$ cat src/rtl/uart_transmitter.sv
// 8N1 UART transmitter with a small byte FIFO in front of the shifter.
// Bytes are queued from single-cycle stores and sent LSB first, with back-to-back frames when data waits.
module uart_transmitter #(
  parameter int unsigned CLOCK_FREQ = 50_000_000,
  parameter int unsigned BAUD_RATE  = 115_200,
  parameter int unsigned FIFO_DEPTH = 4
) (
  input  logic       clk,
  input  logic       reset,
  input  logic [7:0] data_in,
  input  logic       data_in_valid,
  output logic       data_in_ready,
  output logic       serial_out,
  output logic       tx_busy
);

  localparam int unsigned SYMBOL_EDGE_TIME = CLOCK_FREQ / BAUD_RATE;
  localparam int unsigned BAUD_W           = $clog2(SYMBOL_EDGE_TIME);
  localparam int unsigned PTR_W            = $clog2(FIFO_DEPTH);
  localparam int unsigned CNT_W            = PTR_W + 1;

  typedef enum logic [1:0] {
    IDLE  = 2'd0,
    START = 2'd1,
    DATA  = 2'd2,
    STOP  = 2'd3
  } state_e;

  state_e             state_q, state_d;
  logic [BAUD_W-1:0]  baud_q, baud_d;
  logic [2:0]         bit_idx_q, bit_idx_d;
  logic [7:0]         shift_q, shift_d;
  logic [PTR_W-1:0]   rd_ptr_q, rd_ptr_d;
  logic [PTR_W-1:0]   wr_ptr_q, wr_ptr_d;
  logic [CNT_W-1:0]   count_q, count_d;
  logic [7:0]         mem_q [FIFO_DEPTH];
  logic [7:0]         mem_d [FIFO_DEPTH];
  logic               serial_out_q, serial_out_d;
  logic               ready_q, ready_d;
  logic               busy_q, busy_d;
  logic               push, pop, symbol_end;

  // Acceptance uses the pre-pop count, so a full FIFO refuses even while draining.
  assign push       = data_in_valid & (count_q != CNT_W'(FIFO_DEPTH));
  assign symbol_end = (baud_q == BAUD_W'(SYMBOL_EDGE_TIME - 1));

  // Frame sequencer; a pop always reloads the shifter and restarts the baud count.
  always_comb begin
    state_d   = state_q;
    baud_d    = baud_q;
    bit_idx_d = bit_idx_q;
    shift_d   = shift_q;
    pop       = 1'b0;
    if (state_q != IDLE) begin
      baud_d = symbol_end ? '0 : baud_q + BAUD_W'(1);
    end
    unique case (state_q)
      IDLE: begin
        if (count_q != '0) begin
          pop     = 1'b1;
          shift_d = mem_q[rd_ptr_q];
          baud_d  = '0;
          state_d = START;
        end
      end
      START: begin
        if (symbol_end) begin
          bit_idx_d = '0;
          state_d   = DATA;
        end
      end
      DATA: begin
        if (symbol_end) begin
          shift_d   = {1'b0, shift_q[7:1]};
          bit_idx_d = bit_idx_q + 3'd1;
          if (bit_idx_q == 3'd7) begin
            state_d = STOP;
          end
        end
      end
      STOP: begin
        if (symbol_end) begin
          if (count_q != '0) begin
            pop     = 1'b1;
            shift_d = mem_q[rd_ptr_q];
            baud_d  = '0;
            state_d = START;
          end else begin
            state_d = IDLE;
          end
        end
      end
      default: state_d = IDLE;
    endcase
  end

  // FIFO bookkeeping and registered output values derived from next state.
  always_comb begin
    mem_d = mem_q;
    if (push) begin
      mem_d[wr_ptr_q] = data_in;
    end
    wr_ptr_d = wr_ptr_q + PTR_W'(push);
    rd_ptr_d = rd_ptr_q + PTR_W'(pop);
    count_d  = count_q + CNT_W'(push) - CNT_W'(pop);

    unique case (state_d)
      START:   serial_out_d = 1'b0;
      DATA:    serial_out_d = shift_d[0];
      default: serial_out_d = 1'b1;
    endcase
    ready_d = (count_d != CNT_W'(FIFO_DEPTH));
    busy_d  = (state_d != IDLE) | (count_d != '0);
  end

  always_ff @(posedge clk) begin
    if (reset) begin
      state_q      <= IDLE;
      baud_q       <= '0;
      bit_idx_q    <= '0;
      shift_q      <= '0;
      rd_ptr_q     <= '0;
      wr_ptr_q     <= '0;
      count_q      <= '0;
      serial_out_q <= 1'b1;
      ready_q      <= 1'b1;
      busy_q       <= 1'b0;
    end else begin
      state_q      <= state_d;
      baud_q       <= baud_d;
      bit_idx_q    <= bit_idx_d;
      shift_q      <= shift_d;
      rd_ptr_q     <= rd_ptr_d;
      wr_ptr_q     <= wr_ptr_d;
      count_q      <= count_d;
      serial_out_q <= serial_out_d;
      ready_q      <= ready_d;
      busy_q       <= busy_d;
    end
  end

  // Storage needs no reset; occupancy is tracked by the pointers and count.
  always_ff @(posedge clk) begin
    mem_q <= mem_d;
  end

  assign data_in_ready = ready_q;
  assign serial_out    = serial_out_q;
  assign tx_busy       = busy_q;

endmodule

$ cat config.mk
export PLATFORM = sky130hd
export DESIGN_NAME = uart_transmitter
export DESIGN_NICKNAME = d
export VERILOG_FILES = /design/src/rtl/uart_transmitter.sv
export SDC_FILE = /design/constraint.sdc
export NUM_CORES = 1
export LEC_CHECK = 0
export BUFFER_PORTS_ARGS = -buffer_cell sky130_fd_sc_hd__buf_2
export CORE_MARGIN = 5
export CORE_UTILIZATION = 45
export CTS_CLUSTER_DIAMETER = 150
export CTS_CLUSTER_SIZE = 25
export DETAILED_ROUTE_END_ITERATION = 7
export GPL_TIMING_DRIVEN = 0
export PLACE_DENSITY_LB_ADDON = 0.12
export SLEW_MARGIN = 20
export SYNTH_ARGS = -nofsm -noshare
export SYNTH_HDL_FRONTEND = slang
export SYNTH_SLANG_ARGS = --single-unit
export TNS_END_PERCENT = 30
$ cat constraint.sdc
create_clock -name clk -period 5.8 [get_ports clk]
set_clock_uncertainty 0.15 [all_clocks]
set_input_delay 0.87 -clock clk [delete_from_list [all_inputs] [get_ports clk]]
set_output_delay 0.87 -clock clk [all_outputs]
set_load 0.005 [all_outputs]
==> summary.md <==
| Metric | Value |
|---|---|
| Status | `finished clean` |
| Worst Min Path Start | `bit_idx_q[2]` |
| Crit path DAT | `2.75 ns` |
| Detailed Routing Iterations Pass 1 | `4` |
| Hold Violations, Final | `0` |
| GRT Resource Usage Total | `14.2%` |
| EDFF count, synth | `32` |
| First-pass GRT wire length | `around 9300 um` |
| Post-layout utilization of the core | `about 53%` |
| Dominant cells by area after synthesis | `edfxtp_1, dfxtp_1, mux4_2` |
| CP bufs+invs | `1` |
| CTS sink count | `64` |
| Vias in the first global route | `just under 2000` |
| Commonest non-fill, non-tap cells in the layout | `dfxtp_1, edfxtp_1, nor2_1` |
| Sw power | `577 uW` |
| Largest stage delay, worst path | `0.49 ns` |
| Crit-path cells | `inv_1 > ha_1 > a31oi_1 > nor3_2 > xnor2_1 > ha_1 > fa_1 > nor2_1 > a31oi_1` |
| Antenna diodes | `0` |
| Crit Path Max Fanout | `8` |
| Delay-heaviest family, CP | `adder cells` |
| Clk slew on worst S/H paths | `around 0.080 ns` |
| PortBufs | `13` |
| Largest net degree at the start of global routing | `14` |
| Routed Antenna Nets | `0` |
| Non-Filler Instances | `between 300 and 400` |
| Total number of cells along the worst setup path | `9` |
| H-tree level count | `3` |
| Syn_area_per_cell | `about 12 um2` |
| Int Pwr | `between 1 and 1.5 mW` |
| Rel. slew slack | `a little over half` |
| Mapped Area | `about 0.003 mm2` |
| Layout fillers | `between 500 and 600` |
| RePlAce Congestion | `about 0.83` |
| # rows | `29` |
| Root buffer cell | `clkbuf_8` |
| Setup CP Type | `reg2reg` |
| Yosys top cell area share | `about a third` |
| Placed Area | `0.00318 mm2` |
| Routed length per placed instance | `approximately 16 um` |
| Switching share of power | `between 30% and 40%` |
| Leading area contributor after synthesis | `edfxtp_1` |
| Tcrit/Tclk final | `about 46%` |
| Cells resized by post-CTS repair | `0` |
| WHS Path Cells | `2` |
| Crit. End Element | `flop` |
| # IOs | `14` |
| Pre-CTS setup slack | `roughly 3.1 ns` |
| Worst setup SP type | `flop` |
| Remaining DRCs | `0` |
| Register area share after synthesis | `53.3%` |
| GRT overflow | `0` |
| Tmin final | `~2.7 ns` |
| Full die area | `roughly 0.0084 mm2` |
| Worst flop-to-flop path endpoint | `tx_busy` |
| Share of power burned in registers | `36.6%` |
| Highest clock rate | `roughly 0.37 GHz` |
| Unrepaired setup endpoints after global routing | `false` |
| Critical path's slowest cell | `dfxtp_1` |
| Hold Crit Class | `reg2reg` |
| Leakage | `1.23 nW` |
| Max Cap Viol | `0` |
| Finished Cell Area | `approximately 0.0034 mm2` |
| DP HPWL | `roughly 3800 um` |
| Syn nets | `roughly 270` |
| Yosys reg bits | `64` |
| Clock Power Share | `26.1%` |
| Starting density of the core | `~47%` |
| Initial antenna violation count | `0` |
| Max Slew Vio Count | `0` |
| Clock buffer depth | `2` |
| Core footprint | `~0.0064 mm2` |
| Worst hold slack | `between 0.3 and 0.4 ns` |
| Total power draw | `1.66 mW` |
| Worst-Margin Slew | `~0.7 ns` |
| Layout area overhead | `13.4%` |
| Final count of negative-setup-slack endpoints | `0` |
| Reg2reg path depth | `9` |
| Synth warn | `0` |
| Die width | `slightly above 90 um` |
| Post-synth cell types | `between 50 and 60` |
| VDD IR-drop max | `206 uV` |
| Placed Cells | `approximately 330` |
| Total CTS buffers | `9` |
| First DRT Iteration DRCs | `150` |
| Setup TNS | `0 ns` |
| Drt via density | `roughly 5.5` |
| Later-pin clock latency in the skew report | `around 0.34 ns` |
| Cells after synthesis | `244` |
| Final net count | `~290` |
| Top FF cell, synth | `edfxtp_1` |
| Final WS setup | `~3.1 ns` |
| Layout cells sized above 1 | `between 20% and 30%` |
| DRT Wirelength | `roughly 5500 um` |
| Power share of the combinational group | `37.3%` |
| WP data required | `about 5.9 ns` |
| CTS tree | `done` |
| Async SR Flop Fraction | `0%` |
| Power per cell area | `488 mW/mm2` |
| Hold worst-path end | `bit_idx_q[2]` |
| Setup bufs post-CTS | `0` |
| # hold bufs at CTS | `0` |
| Die height | `slightly above 90 um` |
| Origin of the critical flop-to-flop path | `state_q[1]` |
| Vias | `1920` |
| Reg2Reg Setup Slack | `3.11 ns` |
==> worst max path at each step <==
stage                   from   endpoint  slack, ns
2_1_floorplan      baud_q[1]    tx_busy       3.35
3_3_place_gp   data_in_valid  mem_q[13]       3.07
5_1_grt            baud_q[0]    tx_busy       2.89
4_1_cts            baud_q[0]    tx_busy       3.09
3_5_place_dp       baud_q[0]    tx_busy       3.10
6_report          state_q[1]    tx_busy       3.11
==> routing by layer <==
layer  GRT usage, %  vias up  share of wire [%]
met4           5.57        0                1.4
li1               -      968                  -
met1           17.2      922                 46
met5              0        -                  0
met2           22.9       22                 49
met3           5.16        8                3.6
==> logic make-up after synthesis <==
kind of cell	synth area share, %
AOI/OAI and AO/OA	12.1
xor gates and xnor gates	3.50
adders and majority gates	6.08
buffers and inverters	3.83
DFF	53.3
muxes	8.62
and+or+nand+nor	12.6
==> layout make-up <==
class,count,area [um2],area share (%)
inverters,9,33.8,0.991
plain buffers,12,81.3,2.39
clock buffers,9,124,3.63
multi-input cells,159,1300,38.3
flip-flops and latches,64,1600,47.0
clock inverters,7,103,3.01
repair buffers,13,65.1,1.91
well taps,77,96.3,2.83
==> cell usage after synthesis, types with 4 or more instances <==
cell      instances
nor2b_1           7
mux4_2            8
edfxtp_1         32
xnor2_1           8
a31oi_1           4
nor2_1           23
ha_1             13
clkbuf_1          4
a32oi_1           6
dfxtp_1          32
o21ai_0           6
inv_1             9
a21oi_1           5
a221oi_1          6
mux2_2            6
nand3_1           4
nand2_1          18
xor2_1            4
==> sequential cells by signal (all words and copies together) (netlist names) <==
| name | cells |
|---|---|
| tx_busy | 1 |
| shift_q | 8 |
| count_q | 3 |
| wr_ptr_q | 2 |
| data_in_ready | 1 |
| rd_ptr_q | 2 |
| serial_out | 1 |
| bit_idx_q | 3 |
| baud_q | 9 |
| mem_q | 32 |
| state_q | 2 |
==> worst register-to-register path, stage by stage, from the launching register on <==
cell     delay (ns)
dfxtp_1        0.49
inv_1          0.15
ha_1           0.31
a31oi_1        0.27
nor3_2         0.12
xnor2_1        0.17
ha_1           0.20
fa_1           0.45
nor2_1         0.17
a31oi_1        0.09
==> power groups by stage <==
stage / Sequential [mW] / Clock (mW) / Combinational [mW]
floorplan: 0.606 / 0 / 0.491
global placement: 0.618 / 0 / 0.621
detailed placement: 0.620 / 0 / 0.624
CTS: 0.610 / 0.445 / 0.628
global route: 0.620 / 0.467 / 0.694
finish: 0.609 / 0.434 / 0.619
No activity file was read; power rests on OpenSTA's default activity.
